==> src/rtl/axis_sample_pacer_if.sv <==
// AXI-Stream bundle (tdata/tlast/tvalid/tready) shared by the pacer's
// input and output sides. The master drives payload and valid; the slave
// drives ready.
interface axis_sample_pacer_if #(
  parameter int DATA_WIDTH = 16
) ();
  logic [DATA_WIDTH-1:0] tdata;
  logic                  tlast;
  logic                  tvalid;
  logic                  tready;

  modport master (output tdata, output tlast, output tvalid, input tready);
  modport slave  (input tdata, input tlast, input tvalid, output tready);
endinterface

==> src/rtl/axis_sample_pacer.sv <==
// axis_sample_pacer: buffers bursty AXI-Stream samples in a circular FIFO
// and releases them one registered beat at a time. Consecutive output
// beats are spaced so that the next tvalid rises no earlier than
// MIN_INTERVAL clocks after the previous output handshake.
// Optional macro PACER_RUNTIME_INTERVAL_EN adds a 16-bit 'interval' input
// that replaces MIN_INTERVAL; it is sampled at each output handshake and
// a value of 0 behaves as 1.
module axis_sample_pacer #(
  parameter int DATA_WIDTH      = 16,
  parameter int FIFO_DEPTH_LOG2 = 4,
  parameter int MIN_INTERVAL    = 20
) (
  input  logic                     aclk,
  input  logic                     reset,
  axis_sample_pacer_if.slave       s_axis,
  axis_sample_pacer_if.master      m_axis,
`ifdef PACER_RUNTIME_INTERVAL_EN
  input  logic [15:0]              interval,
`endif
  output logic [FIFO_DEPTH_LOG2:0] fifo_count
);

  localparam int DEPTH = 1 << FIFO_DEPTH_LOG2;
  localparam int PW    = FIFO_DEPTH_LOG2 + 1;

  typedef enum logic [1:0] {
    IDLE    = 2'd0,
    PRESENT = 2'd1,
    GAP     = 2'd2
  } state_t;

  // FIFO storage: tlast packed above tdata so they always travel together.
  logic [DATA_WIDTH:0]   mem [DEPTH];
  logic [PW-1:0]         wr_ptr_reg;
  logic [PW-1:0]         rd_ptr_reg;
  logic [PW-1:0]         count_cur;
  logic [PW-1:0]         count_next;
  logic                  s_ready_reg;
  logic                  fifo_empty;
  logic                  push;
  logic                  pop;

  state_t                state_reg;
  state_t                state_next;
  logic [15:0]           gap_reg;
  logic [15:0]           gap_next;
  logic [15:0]           interval_eff;

  logic                  out_valid_reg;
  logic                  out_valid_next;
  logic                  out_last_reg;
  logic [DATA_WIDTH-1:0] out_data_reg;
  logic                  handshake;

`ifdef PACER_RUNTIME_INTERVAL_EN
  // A zero interval would never let the gap end, so it is promoted to 1.
  assign interval_eff = (interval == 16'd0) ? 16'd1 : interval;
`else
  localparam logic [15:0] MIN_IV = 16'(MIN_INTERVAL);
  assign interval_eff = MIN_IV;
`endif

  // Pointers carry one extra MSB so full and empty are distinguishable.
  assign count_cur  = wr_ptr_reg - rd_ptr_reg;
  assign fifo_empty = (count_cur == '0);
  assign fifo_count = count_cur;
  assign push       = s_axis.tvalid & s_ready_reg;
  assign handshake  = out_valid_reg & m_axis.tready;
  assign count_next = count_cur + (push ? PW'(1) : PW'(0)) - (pop ? PW'(1) : PW'(0));

  assign s_axis.tready = s_ready_reg;
  assign m_axis.tvalid = out_valid_reg;
  assign m_axis.tdata  = out_data_reg;
  assign m_axis.tlast  = out_last_reg;

  // FIFO write port; storage has no reset so it can map onto block RAM.
  always_ff @(posedge aclk) begin
    if (push) begin
      mem[wr_ptr_reg[FIFO_DEPTH_LOG2-1:0]] <= {s_axis.tlast, s_axis.tdata};
    end
  end

  // FIFO pointers and registered ready (computed from next occupancy, so
  // ready never depends combinationally on the pop decision's consumer).
  always_ff @(posedge aclk) begin
    if (reset) begin
      wr_ptr_reg  <= '0;
      rd_ptr_reg  <= '0;
      s_ready_reg <= 1'b0;
    end else begin
      if (push) wr_ptr_reg <= wr_ptr_reg + PW'(1);
      if (pop)  rd_ptr_reg <= rd_ptr_reg + PW'(1);
      s_ready_reg <= (count_next != PW'(DEPTH));
    end
  end

  // Pacing state and gap counter registers.
  always_ff @(posedge aclk) begin
    if (reset) begin
      state_reg <= IDLE;
      gap_reg   <= 16'd0;
    end else begin
      state_reg <= state_next;
      gap_reg   <= gap_next;
    end
  end

  // Next-state logic. The last gap cycle (counter at 1) doubles as the
  // IDLE pop check, so a waiting sample is popped on that edge and its
  // tvalid lands exactly MIN_INTERVAL clocks after the previous handshake.
  // With an interval of 1 the handshake cycle itself reloads the output.
  always_comb begin
    state_next = state_reg;
    gap_next   = gap_reg;
    pop        = 1'b0;
    case (state_reg)
      IDLE: begin
        if (!fifo_empty && (gap_reg == 16'd0)) begin
          pop        = 1'b1;
          state_next = PRESENT;
        end
      end
      PRESENT: begin
        if (handshake) begin
          if (interval_eff == 16'd1) begin
            gap_next = 16'd0;
            if (!fifo_empty) begin
              pop        = 1'b1;
              state_next = PRESENT;
            end else begin
              state_next = IDLE;
            end
          end else begin
            gap_next   = interval_eff - 16'd1;
            state_next = GAP;
          end
        end
      end
      GAP: begin
        if (gap_reg <= 16'd1) begin
          gap_next = 16'd0;
          if (!fifo_empty) begin
            pop        = 1'b1;
            state_next = PRESENT;
          end else begin
            state_next = IDLE;
          end
        end else begin
          gap_next = gap_reg - 16'd1;
        end
      end
      default: begin
        state_next = IDLE;
        gap_next   = 16'd0;
      end
    endcase
  end

  // Output decode: the beat is valid exactly while the FSM presents it.
  always_comb begin
    out_valid_next = (state_next == PRESENT);
  end

  // Output register: payload loads from the FIFO head on each pop and is
  // otherwise held stable while waiting for m_axis_tready.
  always_ff @(posedge aclk) begin
    if (reset) begin
      out_valid_reg <= 1'b0;
      out_data_reg  <= '0;
      out_last_reg  <= 1'b0;
    end else begin
      out_valid_reg <= out_valid_next;
      if (pop) begin
        {out_last_reg, out_data_reg} <= mem[rd_ptr_reg[FIFO_DEPTH_LOG2-1:0]];
      end
    end
  end

endmodule
==> src/flat_wrapper.sv <==
// flat-port wrapper written by rule: the top's interface ports become plain ports
module axis_sample_pacer_flat 
#(
  parameter int DATA_WIDTH      = 16,
  parameter int FIFO_DEPTH_LOG2 = 4,
  parameter int MIN_INTERVAL    = 20
)
  (aclk, reset, fifo_count, s_axis_tdata, s_axis_tlast, s_axis_tvalid, s_axis_tready, m_axis_tdata, m_axis_tlast, m_axis_tvalid, m_axis_tready);
  axis_sample_pacer_if #(.DATA_WIDTH(DATA_WIDTH)) s_axis_i ();
  axis_sample_pacer_if #(.DATA_WIDTH(DATA_WIDTH)) m_axis_i ();
  input  logic aclk;
  input  logic reset;
  output logic [FIFO_DEPTH_LOG2:0] fifo_count;
  input wire logic [$bits(s_axis_i.tdata)-1:0] s_axis_tdata;
  input wire logic [$bits(s_axis_i.tlast)-1:0] s_axis_tlast;
  input wire logic [$bits(s_axis_i.tvalid)-1:0] s_axis_tvalid;
  output wire logic [$bits(s_axis_i.tready)-1:0] s_axis_tready;
  output wire logic [$bits(m_axis_i.tdata)-1:0] m_axis_tdata;
  output wire logic [$bits(m_axis_i.tlast)-1:0] m_axis_tlast;
  output wire logic [$bits(m_axis_i.tvalid)-1:0] m_axis_tvalid;
  input wire logic [$bits(m_axis_i.tready)-1:0] m_axis_tready;
  assign s_axis_i.tdata = s_axis_tdata;
  assign s_axis_i.tlast = s_axis_tlast;
  assign s_axis_i.tvalid = s_axis_tvalid;
  assign s_axis_tready = s_axis_i.tready;
  assign m_axis_tdata = m_axis_i.tdata;
  assign m_axis_tlast = m_axis_i.tlast;
  assign m_axis_tvalid = m_axis_i.tvalid;
  assign m_axis_i.tready = m_axis_tready;
  axis_sample_pacer #(.DATA_WIDTH(DATA_WIDTH), .FIFO_DEPTH_LOG2(FIFO_DEPTH_LOG2), .MIN_INTERVAL(MIN_INTERVAL)) u_core (.aclk(aclk), .reset(reset), .s_axis(s_axis_i), .m_axis(m_axis_i), .fifo_count(fifo_count));
endmodule
==> config.mk <==
export PLATFORM = sky130hd
export DESIGN_NAME = axis_sample_pacer_flat
export DESIGN_NICKNAME = d
export VERILOG_FILES = /design/src/rtl/axis_sample_pacer_if.sv /design/src/rtl/axis_sample_pacer.sv /design/src/flat_wrapper.sv
export SDC_FILE = /design/constraint.sdc
export NUM_CORES = 1
export LEC_CHECK = 0
export CAP_MARGIN = 20
export CELL_PAD_IN_SITES_DETAIL_PLACEMENT = 1
export CELL_PAD_IN_SITES_GLOBAL_PLACEMENT = 1
export CORE_ASPECT_RATIO = 0.5
export CORE_UTILIZATION = 50
export CTS_BUF_LIST = sky130_fd_sc_hd__clkbuf_16
export CTS_CLUSTER_DIAMETER = 30
export DETAILED_ROUTE_END_ITERATION = 8
export PLACE_DENSITY_LB_ADDON = 0.05
export SETUP_SLACK_MARGIN = 0.4
export SLEW_MARGIN = 30
export SYNTH_ARGS = -nofsm -noshare
export SYNTH_HDL_FRONTEND = slang
export SYNTH_SLANG_ARGS = --single-unit
==> constraint.sdc <==
create_clock -name aclk -period 13 [get_ports aclk]
set_input_delay 1.3 -clock aclk [delete_from_list [all_inputs] [get_ports aclk]]
set_output_delay 1.3 -clock aclk [all_outputs]
set_load 0.01 [all_outputs]
# Word-level counts from Yosys, hierarchy flattened
# Memories as Yosys holds them, arrays and structs flattened. A register that Yosys moved wholly into a read port is not among the register bits.
# Cells that the tools add are included.
# Widths: inputs -> output; s select.
[word_totals]
out_inout_bits = 24
word_cells = 44
input_bits = 21
memories = 1
ram_bits = 272
ff_bits = 30
[memory_table]
columns = ["name", "words", "word_bits", "rd", "rd_ports_with_merged_regs", "wr", "line", "text"]
rows = [
  ["u_core.mem", 16, 17, 1, 1, 1, "axis_sample_pacer.sv:33", "logic [DATA_WIDTH:0] mem [DEPTH];"],
]
[classes]
add_sub_neg = 6
eq_ne = 5
n_lt_le_gt_ge = 1
n_mux = 16
n_reduce_logical = 6
bitwise_logic = 3
[ops]
columns = ["cell", "count"]
rows = [
  ["$pmux 16 s3", 1],
  ["$mux 16", 2],
  ["$le 16x1->1 const B", 1],
  ["$logic_not 16->1", 1],
  ["$sub 16x1->16 const B", 1],
  ["$add 5x1->5 const B", 2],
  ["$sub 5x5->5", 2],
  ["$mux 1", 8],
  ["$mux 2", 3],
  ["$pmux 2 s3", 1],
  ["$add 5x5->5", 1],
  ["$logic_not 5->1", 1],
  ["$ne 5x5->1 const B", 1],
  ["$eq 2x1->1 const B", 2],
  ["$and 1x1->1", 2],
  ["$eq 2x2->1 const B", 1],
  ["$logic_not 2->1", 1],
  ["$ne 2x1->1 const B", 1],
  ["$pmux 1 s2", 1],
  ["$reduce_and 2->1", 1],
  ["$logic_and 1x1->1", 1],
  ["$logic_not 1->1", 1],
  ["$not 1->1", 1],
]

# Logic depth before layout (Yosys ltp)
# Gate-level depths: netlist of the first run.
[depth]
depth_word = 9
mapped_depth = 25
mapped_depth_nobuf = 22

# Worst setup path before layout of the first run
# OpenSTA, ideal clock, no wires.
[synth_timing]
path_type = "reg-to-reg"
start = "register u_core.rd_ptr_reg[3]"
end = "register u_core.s_ready_reg, in the netlist u_core.s_axis.tready"
setup_ns = 0.132
required_ns = 12.868
stages_incl_launch_ff = 23
synth_period_minus_slack_ns = 4.444
arrival_ns = 4.312
path_buffers = 2
slack_ns = 8.556
path_cell_list = "dfxtp_1 > inv_2 > buf_1 > ha_1 > xor2_1 > inv_1 > ha_1 > nand3_1 > a211o_1 > and2_1 > nand3_2 > clkbuf_1 > inv_1 > ha_1 > inv_1 > ha_1 > fa_1 > a21oi_1 > nor2_1 > nor2_1 > xnor2_1 > xnor2_1 > a21oi_1"
[synth_via]
elab_chain_cells = 9
word_cells_on_any_way = 12
classes_between = "add/sub: 3; eq/ne: 1; mux: 5; reduce/logical: 3"
[synth_rtl]
columns = ["item", "line", "text"]
rows = [
  ["start, declared", "axis_sample_pacer.sv:35", "logic [PW-1:0] rd_ptr_reg;"],
  ["start signal, assigned", "axis_sample_pacer.sv:92", "if (pop) rd_ptr_reg <= rd_ptr_reg + PW'(1);"],
  ["$sub 5x5->5 *", "axis_sample_pacer.sv:64", "assign count_cur = wr_ptr_reg - rd_ptr_reg;"],
  ["via fifo_count[3]", "flat_wrapper.sv:13", "output logic [FIFO_DEPTH_LOG2:0] fifo_count;"],
  ["$logic_not 5->1 *", "axis_sample_pacer.sv:65", "assign fifo_empty = (count_cur == '0);"],
  ["$logic_not 1->1", "axis_sample_pacer.sv:118", "if (!fifo_empty && (gap_reg == 16'd0)) begin"],
  ["$logic_and 1x1->1", "axis_sample_pacer.sv:118", ""],
  ["$mux 1", "axis_sample_pacer.sv:118", ""],
  ["$pmux 1 s2 *", "axis_sample_pacer.sv:116", "case (state_reg)"],
  ["via u_core.pop", "axis_sample_pacer.sv:41", "logic pop;"],
  ["$mux 1 *", "axis_sample_pacer.sv:69", "assign count_next = count_cur + (push ? PW'(1) : PW'(0)) - (pop ? PW'(1) : PW'(0));"],
  ["$sub 5x5->5 *", "axis_sample_pacer.sv:69", ""],
  ["$ne 5x5->1 *", "axis_sample_pacer.sv:93", "s_ready_reg <= (count_next != PW'(DEPTH));"],
  ["end signal, assigned", "axis_sample_pacer.sv:93", ""],
  ["end, declared", "axis_sample_pacer.sv:38", "logic s_ready_reg;"],
]
# The timed path passes the listed nets; every way through them passes the cells marked *.
# A chain may end at the register's enable or synchronous reset.

# Worst setup path in the final report of the first run
[layout_timing]
start = "register u_core.rd_ptr_reg[0]"
end = "register u_core.s_ready_reg, in the netlist u_core.s_axis.tready"
[layout_via]
elab_chain_cells = 9
word_cells_on_any_way = 12
classes_between = "add/sub: 3; eq/ne: 1; mux: 5; reduce/logical: 3"
[layout_rtl]
columns = ["item", "line"]
rows = [
  ["$sub 5x5->5 *", "axis_sample_pacer.sv:64"],
  ["$logic_not 5->1 *", "axis_sample_pacer.sv:65"],
  ["$logic_not 1->1", "axis_sample_pacer.sv:118"],
  ["$logic_and 1x1->1", "axis_sample_pacer.sv:118"],
  ["$mux 1", "axis_sample_pacer.sv:118"],
  ["$pmux 1 s2 *", "axis_sample_pacer.sv:116"],
  ["via u_core.pop", "axis_sample_pacer.sv:41"],
  ["$mux 1 *", "axis_sample_pacer.sv:69"],
  ["$sub 5x5->5 *", "axis_sample_pacer.sv:69"],
  ["$ne 5x5->1 *", "axis_sample_pacer.sv:93"],
]
# Marked as above.

==> results of run 1 <==
-- cell type report --
class,count,area share [%]
multi-input cells,316,23.7
flip-flops and latches,319,60.1
clock inverters,32,2.51
inverters,18,0.446
well taps,336,2.77
clock buffers,41,6.77
repair buffers,59,3.66
-- worst register-to-register path, cell delays in order (launching register included) --
cell and delay [ns]:
dfxtp_4 0.51, ha_1 0.32, fa_1 0.46, xor2_1 0.28, ha_1 0.19, nand3_1 0.08
a211o_1 0.26, and2_1 0.18, nand3_2 0.44, inv_1 0.09, ha_1 0.31, inv_1 0.05
ha_1 0.22, fa_1 0.41, a21oi_1 0.16, nor2_1 0.05, nor2_1 0.11, xnor2_1 0.14
xnor2_1 0.14, a21oi_1 0.08
-- per-layer routing --
layer | vias to the layer above | wire [um] | global-route usage (%)
li1 | 2881 | - | -
met1 | 3447 | 12900 | 31.4
met2 | 183 | 14300 | 39.8
met3 | 46 | 1410 | 4.59
met4 | 0 | 520 | 6.17
met5 | - | 0 | 0
-- worst paths after layout --
kind | depth (start not counted) | slack (ns) | start | to
worst max register to register | 19 | 8.38 | u_core.rd_ptr_reg[0]$_SDFFE_PP0P_ | u_core.s_axis.tready$_SDFF_PP0_
worst min register to register | 2 | 0.47 | u_core.gap_reg[7]$_SDFFE_PP0P_ | u_core.gap_reg[7]$_SDFFE_PP0P_
worst min-delay path | 2 | 0.47 | u_core.gap_reg[7]$_SDFFE_PP0P_ | u_core.gap_reg[7]$_SDFFE_PP0P_
worst max-delay path | 19 | 8.38 | u_core.rd_ptr_reg[0]$_SDFFE_PP0P_ | u_core.s_axis.tready$_SDFF_PP0_
-- placed cells by master (no fill, tap or decap), types with 4 or more instances in the layout --
cell	n
buf_4	13
o21ai_0	6
inv_6	5
xnor2_1	12
clkbuf_16	41
nor2b_1	18
dfxtp_1	45
clkinv_2	6
nor3_1	5
nand3_1	9
o31ai_1	4
nor2_1	26
clkinv_1	4
a21o_1	4
mux4_2	85
nand2b_1	4
edfxtp_1	272
inv_1	18
clkdlybuf4s50_1	43
a22o_1	17
xor2_1	11
ha_1	22
a21oi_1	16
nor3_2	4
nand2_1	24
nor2_2	6
nor2_4	6
bufinv_16	6
-- power by group --
group	leakage, nW	internal (mW)	total, mW	switching, mW
sequential	2.83	1.16	1.21	0.0494
combinational	1.41	0.356	0.788	0.432
clock	0.689	0.709	1.16	0.455
total	4.93	2.23	3.16	0.937
-- per-stage QoR --
step | area [sq um] | power [mW] | hold slack, ns
6_report | 15200 | 3.16 | 0.468
5_1_grt | 15200 | 3.30 | 0.527
4_1_cts | 15100 | 3.19 | 0.473
3_5_place_dp | 13700 | 2.02 | 0.465
3_3_place_gp | 13700 | 2.00 | 0.448
2_1_floorplan | 12800 | 1.79 | 0.432
-- cell families (layout without fill, tap and decap cells) --
group	Yosys count	in the layout	synth area share, %
adder cells (fa/ha/maj)	24	24	2.46
AO/OA/AOI/OAI	58	58	3.28
multiplexers	86	86	15.0
AND/OR/NAND/NOR	125	125	5.11
buffers and inverters	48	150	1.50
XOR/XNOR	23	23	1.57
flip-flops	319	319	71.1
==> results_dict.tcl, run 1 <==
set metrics [dict create \
    p_leak_nw 4.93 \
    setup_violations 0 \
    die_w_um 228 \
    cts_sinks 319 \
    cp_common_cell "ha_1" \
    ant_nets 0 \
    ff_latch_area_sq_um 9120 \
    synth_area_leaders "edfxtp_1 (64%), mux4_2 (15%), dfxtp_1 (7.3%)" \
    placedCellCount 1047 \
    yosys_warnings 0 \
    pwr_density_cell_nw_per_um2 209 \
    ir_drop_v 0.000101 \
    cts_root_buffer "clkbuf_16" \
    end_kind "flop" \
    clock_path_buffers 3 \
    drt_first_iter_violations 507 \
    worst-path-max-fanout 29 \
    dieHeight_um 115 \
    instances_no_fill 1121 \
    cap_violations 0 \
    fill_cells 2091 \
    rows 40 \
    post_cts_buffers 0 \
    skew_ns 0.0132 \
    synthFlopType "edfxtp_1" \
    slowest_stage "dfxtp_4" \
    synth.top_cells.by_count "edfxtp_1 (272), mux4_2 (85), dfxtp_1 (47), nor2_1 (38), nand2_1 (24)" \
    fin_ws_ns 8.38 \
    clk_pin_slew_ns 0.06 \
    critPathMaxStageDelay_ns 0.51 \
    htree_levels 2 \
    ys_ff_latch 319 \
    path_class "reg2reg" \
    grt_pass1_wl_um 44400 \
    grt_setup_unrepaired "no" \
    syn_nets 728 \
    numPortBuffers 44 \
    core-area_sq_um 24600 \
    post-route-util_pct 61.7 \
    syn_area_per_cell_sq_um 18.8 \
    overflow 0 \
    route.detailed.drc 0 \
    status "complete, no violations" \
    yosysMostFrequentCell "edfxtp_1" \
    layout-drive-gt1-share_pct 25.1 \
    cts_hold_buf 0 \
    grt_pass1_vias 7173 \
    worstPathRequired_ns 13.38 \
    setup_tns_ns 0 \
    multi_input_area_sq_um 3600 \
    hold_violations 0 \
    antenna_found_initial 0 \
    vias 6557 \
    synthDistinctLibCells 48 \
    largest_reg_flops 272 \
    syn_area_sq_um 12800 \
    tightest_slew_ns 0.850 \
    period_share_pct 35.5 \
    relSlewSlack_pct 43.2 \
    critPathBufInv 2 \
    fmax_ghz 0.217 \
    cts_made_buffers 40 \
    dp_hpwl_um 16200 \
    cp_top_family "adder cells" \
    synth_seq_area_share_pct 71.1 \
    synth_edf_count 272 \
    num_io_pins 45 \
    grt_use_total_pct 23.4 \
    clk_latency_ns 0.53 \
    hold_path.class "reg2reg" \
    initial_utilization_pct 52.2 \
    routabilityCongestion 0.732 \
    dp_slack_ns 8.31 \
    postSynthCellCount 683 \
    drtPass1Iterations 4 \
    post_drt_wl_per_cell_um 26.0 \
    synthArstFlopShare_pct 0 \
    crit_arrival_ns 5.00 \
    nets 799 \
    cts_tree "built" \
    area_growth_syn_to_layout_pct 18.3 \
    synth_top_area_share_pct 63.7 \
    slew_viol_final 0 \
    die-area_sq_um 26300 \
    finalCriticalPeriod_ns 4.62 \
    routed_wirelength_um 29200 \
    synth_area_leader_cell "edfxtp_1" \
    grt_max_degree 52 \
    path_cells "ha_1 > fa_1 > xor2_1 > ha_1 > nand3_1 > a211o_1 > and2_1 > nand3_2 > inv_1 > ha_1 > inv_1 > ha_1 > fa_1 > a21oi_1 > nor2_1 > nor2_1 > xnor2_1 > xnor2_1 > a21oi_1" \
    cts_resized 0 \
    vias_per_cell 5.85 \
    startpoint_type "flop" \
    n_antenna_cell 0 \
]
No activity file was read; power rests on OpenSTA's default activity.
==> run 2, diff against run 1 <==
clock period = 4.3 ns   (was 13 ns; I/O delays follow)
==> run 2 against run 1 <==
Compared with the run above: combinational power increased to 3.2 times the previous value; global-route usage fell by 0.30 points; clock power grew to 2.9 times the previous value; critical path depth up 1; final cell count is 1.1% higher; sequential power rose to 3.0 times the previous value; non-clock buffer count is 12 higher; power rose to 3.0 times the previous value; sequential share of layout area is 0.22 points lower; critical endpoint unchanged; count of clock-buffer cells in the layout is 1 higher; hold slack got worse by 0.0030 ns.
==> results_dict.tcl, run 2 (synthesis results as in run 1) <==
set metrics [dict create \
    period_share_pct 85.7 \
    dp_hpwl_um 16500 \
    startpoint_type "flop" \
    initial_utilization_pct 52.2 \
    largest_reg_flops 272 \
    relSlewSlack_pct 42.6 \
    r2r-end "u_core.s_axis.tready$_SDFF_PP0_" \
    cts_hold_buf 0 \
    finalCriticalPeriod_ns 3.69 \
    worst-path-max-fanout 5 \
    cts_made_buffers 40 \
    layout_commonest_cell "edfxtp_1" \
    pwr_density_cell_nw_per_um2 625 \
    routabilityCongestion 0.732 \
    clock_path_buffers 3 \
    htree_levels 2 \
    setup_violations 0 \
    path_cells "inv_1 > ha_2 > fa_2 > xor2_2 > ha_1 > nand3_1 > a211o_1 > and2_1 > nand3_4 > inv_1 > ha_1 > inv_1 > ha_1 > fa_2 > a21oi_2 > nor2_1 > nor2_1 > xnor2_1 > xnor2_1 > a21oi_1" \
    area_growth_syn_to_layout_pct 18.8 \
    vias 6681 \
    fill_cells 2085 \
    fin_ws_ns 0.613 \
    numPortBuffers 44 \
    ant_nets 0 \
    critPathBufInv 3 \
    critPathMaxStageDelay_ns 0.39 \
    setup_tns_ns 0 \
    dieHeight_um 115 \
    vias_per_cell 5.90 \
    crit_arrival_ns 4.07 \
    layout-drive-gt1-share_pct 27.2 \
    nets 811 \
    grt_pass1_vias 7090 \
    tightest_slew_ns 0.858 \
    overflow 0 \
    routed_wirelength_um 29100 \
    layout_common_cells "edfxtp_1 (272), mux4_2 (85), clkdlybuf4s50_1 (43), dfxtp_1 (43), clkbuf_16 (42)" \
    ir_drop_v 0.000376 \
    rows 40 \
    drtPass1Iterations 5 \
    r2r-start "u_core.wr_ptr_reg[0]$_SDFFE_PP0P_" \
    grt_max_degree 51 \
    path_class "reg2reg" \
    skew_ns 0.0225 \
    clk_pin_slew_ns 0.05 \
    status "complete, no violations" \
    n_antenna_cell 0 \
    grt_setup_unrepaired "no" \
    antenna_found_initial 0 \
    slew_viol_final 0 \
    die_w_um 228 \
    dp_slack_ns 0.322 \
    grt_use_total_pct 23.1 \
    slowest_stage "fa_2" \
    route.detailed.drc 0 \
    num_io_pins 45 \
    post_drt_wl_per_cell_um 25.7 \
    drt_first_iter_violations 621 \
    cts_root_buffer "clkbuf_16" \
    cp_top_family "adder cells" \
    cts_sinks 319 \
    crit_path_end "u_core.s_axis.tready$_SDFF_PP0_" \
    hold_violations 0 \
    cts_tree "built" \
    grt_pass1_wl_um 43700 \
    startpoint "u_core.wr_ptr_reg[0]$_SDFFE_PP0P_" \
    p_leak_nw 4.96 \
    worstPathRequired_ns 4.68 \
    crit_cells 20 \
    fmax_ghz 0.271 \
    clk_latency_ns 0.54 \
    hold_path.class "reg2reg" \
    cap_violations 0 \
    reg2reg_depth 20 \
    die-area_sq_um 26300 \
    core-area_sq_um 24600 \
    ff2ff_setup_slack_ns 0.61 \
    end_kind "flop" \
]
## run 2: where the power goes
group | leakage, nW | switching, mW | internal, mW
Sequential | 2.84 | 0.0912 | 3.52
Clock | 0.660 | 1.37 | 1.99
Combinational | 1.47 | 1.41 | 1.14
## run 2: worst min path at each step
stage / from / to / slack, ns / cells after the start
6_report: u_core.gap_reg[7]$_SDFFE_PP0P_ / u_core.gap_reg[7]$_SDFFE_PP0P_ / 0.46 / 2
5_1_grt: u_core.gap_reg[7]$_SDFFE_PP0P_ / u_core.gap_reg[7]$_SDFFE_PP0P_ / 0.49 / 2
3_5_place_dp: u_core.gap_reg[7]$_SDFFE_PP0P_ / u_core.gap_reg[7]$_SDFFE_PP0P_ / 0.46 / 2
3_3_place_gp: u_core.gap_reg[7]$_SDFFE_PP0P_ / u_core.gap_reg[7]$_SDFFE_PP0P_ / 0.45 / 2
2_1_floorplan: u_core.gap_reg[7]$_SDFFE_PP0P_ / u_core.gap_reg[7]$_SDFFE_PP0P_ / 0.43 / 2
4_1_cts: u_core.gap_reg[7]$_SDFFE_PP0P_ / u_core.gap_reg[7]$_SDFFE_PP0P_ / 0.46 / 2
## run 2: final cells by class
class	count	area (sq um)	share of cell area, %
Timing Repair Buffer	71	646	4.24
Sequential cell	319	9120	59.9
Inverter	18	67.6	0.444
Clock inverter	31	299	1.96
Tap cell	336	420	2.76
Clock buffer	42	1050	6.90
Multi-Input combinational cell	316	3620	23.8
## run 2: per-layer routing
metal / vias to the layer above / global-route usage, % / share of wire (%)
met4: 0 / 6.04 / 1.3
met1: 3516 / 32.7 / 45
met5: - / 0 / 0
li1: 2907 / - / -
met3: 35 / 4.61 / 6.8
met2: 223 / 37.2 / 47
## run 2: timing repair
action                                  CTS  global route
gates resized for setup                   2             5
endpoints found under the setup margin    1             1
buffers inserted                          1             1
pin swaps                                 1             3
## run 2: worst reg2reg max path, delay by kind of cell (launching register included)
kind                       cells  cell delay (ns)
and+or+nand+nor                5             0.52
xor gates and xnor gates       3             0.45
adders and majority gates      6             1.59
DFF                            1             0.37
buffers and inverters          3             0.17
AOI/OAI and AO/OA              3             0.47
## run 2: stage by stage
step	cells	hold WS, ns	power [mW]	utilization, %	instance area (sq um)
floorplan	683	0.432	5.49	-	12900
global placement	1057	0.446	6.11	56.3	13800
detailed placement	1058	0.457	6.21	56.4	13800
CTS	1132	0.464	9.61	61.9	15200
global route	1133	0.488	9.93	62.0	15200
finish	1133	0.465	9.52	62.0	15200
==> run 3, diff against run 2 <==
ABC_AREA = 1   (was unset)
CORE_UTILIZATION = 49   (was 50)
PLACE_DENSITY_LB_ADDON = 0.1   (was 0.05)
==> run 3 against run 2 <==
Compared with the run above: routed wire length up 33%; largest power group is now combinational logic; largest cell class unchanged; highest routed layer unchanged; clock skew up 0.0038 ns; synthesized cell count up 96%; maximum frequency up 1.4%.
==> results_dict.tcl, run 3 <==
set metrics [dict create \
    grt_use_total_pct 27.4 \
    synth_seq_area_share_pct 65.8 \
    route.detailed.drc 0 \
    path_class "reg2reg" \
    drtPass1Iterations 5 \
    clock_path_buffers 3 \
    layout_common_cells "nor2_1 (330), edfxtp_1 (272), nand2_1 (191)" \
    layout-drive-gt1-share_pct 11.8 \
    post_drt_wl_per_cell_um 21.2 \
    critPathBufInv 4 \
    dieHeight_um 121 \
    synth_xor_xnor_area_share_pct 0.696 \
    cap_violations 0 \
    grt_setup_unrepaired "no" \
    startpoint_type "flop" \
    htree_levels 2 \
    largest_reg_flops 272 \
    crit_arrival_ns 4.08 \
    grt_pass1_vias 10300 \
    synth.top_cells.by_count "nor2_1 (345), edfxtp_1 (272), nand2_1 (191), o21ai_0 (124), nand3_1 (78)" \
    pwr_density_cell_nw_per_um2 674 \
    antenna_found_initial 1 \
    synthSimpleGateAreaFrac_pct 20.1 \
    synth_area_leader_cell "edfxtp_1" \
    status "complete, no violations" \
    synth_area_leaders "edfxtp_1 (59%), nor2_1 (9.4%), dfxtp_1 (6.8%)" \
    synth_top_area_share_pct 59.0 \
    hold_violations 0 \
    dp_slack_ns 0.398 \
    ys_ff_latch 319 \
    syn_area_per_cell_sq_um 10.3 \
    postSynthCellCount 1341 \
    period_share_pct 84.5 \
    worstPathRequired_ns 4.74 \
    synthMuxAreaShare_pct 0 \
    cts_tree "built" \
    die_w_um 240 \
    core-area_sq_um 27700 \
    numPortBuffers 44 \
    slowest_stage "fa_2" \
    fin_ws_ns 0.665 \
    synth-compound-area-share_pct 6.92 \
    hold_path.class "reg2reg" \
    layout_commonest_cell "nor2_1" \
    grt_pass1_wl_um 58600 \
    vias_per_cell 5.52 \
    nets 1446 \
    rows 43 \
    clk_pin_slew_ns 0.06 \
    slew_viol_final 0 \
    cp_top_family "adder cells" \
    fill_cells 2953 \
    setup_tns_ns 0 \
    synthDistinctLibCells 37 \
    num_io_pins 45 \
    synth_top_family_by_area "simple AND/OR/NAND/NOR gates" \
    routabilityCongestion 0.776 \
    path_cells "inv_1 > ha_2 > fa_2 > xnor2_2 > inv_1 > ha_1 > nand2_1 > nor2_1 > nand3_2 > nand3_2 > nand2_1 > ha_1 > inv_1 > ha_2 > fa_2 > a21oi_2 > nor2_1 > nor2_1 > nand2_1 > nand3_1 > nand2_1 > o21ai_0 > inv_1" \
    synth_fa_ha_area_share_pct 2.28 \
    critPathMaxStageDelay_ns 0.39 \
    drt_first_iter_violations 949 \
    finalCriticalPeriod_ns 3.64 \
    synth_edf_count 272 \
    clk_latency_ns 0.56 \
    area_growth_syn_to_layout_pct 17.6 \
    syn_nets 1386 \
    initial_utilization_pct 49.9 \
    vias 10000 \
    routed_wirelength_um 38600 \
    synthFlopType "edfxtp_1" \
    cts_made_buffers 44 \
    grt_max_degree 89 \
    cts_hold_buf 0 \
    tightest_slew_ns 0.942 \
    p_leak_nw 6.09 \
    end_kind "flop" \
    fmax_ghz 0.275 \
    yosys_warnings 0 \
    dp_hpwl_um 22200 \
    setup_violations 0 \
    ant_nets 0 \
    relSlewSlack_pct 37.2 \
    cts_root_buffer "clkbuf_16" \
    overflow 0 \
    die-area_sq_um 29000 \
    syn_area_sq_um 13800 \
    yosysMostFrequentCell "nor2_1" \
    cts_sinks 319 \
    synthArstFlopShare_pct 0 \
    worst-path-max-fanout 4 \
    skew_ns 0.0263 \
    ir_drop_v 0.000427 \
]
[run 3: cell count changes after synthesis, moves of 18 or more]
cell / before / now
nor2_1: 38 / 345
inv_1: 17 / 71
nand2_1: 24 / 191
o21ai_1: 0 / 18
mux4_2: 85 / 0
nand3_1: 9 / 78
o21ai_0: 6 / 124
a21oi_1: 16 / 40
nor2b_1: 18 / 0
[run 3: area by class of cell]
class | instances | area (sq um) | area share (%)
clock inverters | 36 | 342 | 2.10
inverters | 77 | 292 | 1.79
multi-input cells | 883 | 4230 | 26.0
diodes | 1 | 2.50 | 0.0154
flip-flops and latches | 319 | 9120 | 56.0
clock buffers | 45 | 1130 | 6.92
repair buffers | 76 | 684 | 4.21
well taps | 382 | 478 | 2.94
[run 3: per-stage QoR]
step           util [%]  std cells  area [sq um]  hold slack, ns  power (mW)
4_1_cts            58.6       1818         16200           0.479        11.0
3_5_place_dp       53.3       1735         14800           0.470        7.35
3_3_place_gp       53.3       1735         14800           0.459        7.18
2_1_floorplan         -       1341         13900           0.445        6.36
6_report           58.7       1819         16300           0.475        11.0
5_1_grt            58.7       1819         16300           0.505        11.6
[run 3: worst reg2reg max path, stage by stage (launching register included)]
cell	delay [ns]
dfxtp_2	0.36
inv_1	0.09
ha_2	0.19
fa_2	0.39
xnor2_2	0.17
inv_1	0.09
ha_1	0.14
nand2_1	0.05
nor2_1	0.12
nand3_2	0.14
nand3_2	0.11
nand2_1	0.06
ha_1	0.27
inv_1	0.04
ha_2	0.19
fa_2	0.39
a21oi_2	0.16
nor2_1	0.06
nor2_1	0.10
nand2_1	0.08
nand3_1	0.08
nand2_1	0.05
o21ai_0	0.14
inv_1	0.05
[run 3: final timing paths]
kind         cells after the start  slack, ns                         endpoint                              start
max                             23       0.66  u_core.s_axis.tready$_SDFF_PP0_  u_core.wr_ptr_reg[0]$_SDFFE_PP0P_
min                              2       0.48   u_core.gap_reg[1]$_SDFFE_PP0P_     u_core.gap_reg[1]$_SDFFE_PP0P_
max reg2reg                     23       0.66  u_core.s_axis.tready$_SDFF_PP0_  u_core.wr_ptr_reg[0]$_SDFFE_PP0P_
min reg2reg                      2       0.48   u_core.gap_reg[1]$_SDFFE_PP0P_     u_core.gap_reg[1]$_SDFFE_PP0P_
[run 3: logic make-up (layout without fill, tap and decap cells)]
group,after synthesis,in the layout
and+or+nand+nor,660,660
buffers and inverters,139,234
adders and majority gates,24,24
other,0,1
AOI/OAI and AO/OA,188,188
xor gates and xnor gates,11,11
DFF,319,319
[run 3: layer usage]
metal | routed length, um | vias to the layer above | global-route usage, % | part of all wire [%]
li1 | - | 4664 | - | -
met3 | 2270 | 62 | 4.54 | 5.9
met2 | 18500 | 298 | 45.9 | 48
met1 | 17200 | 5011 | 36.9 | 45
met5 | 0 | - | 0 | 0
met4 | 634 | 0 | 7.69 | 1.6
[run 3: timing repair]
action / CTS / global route
gates resized for setup: 0 / 6
buffers inserted: 2 / 0
endpoints found under the setup margin: 1 / 1
hold endpoints to repair: 0 / 0
pin swaps: 0 / 2
[run 3: report_power, final]
group,total (mW),internal (mW),switching (mW)
sequential,3.66,3.54,0.116
clock,3.60,2.10,1.51
combinational,3.70,1.30,2.40
total,11.0,6.94,4.02
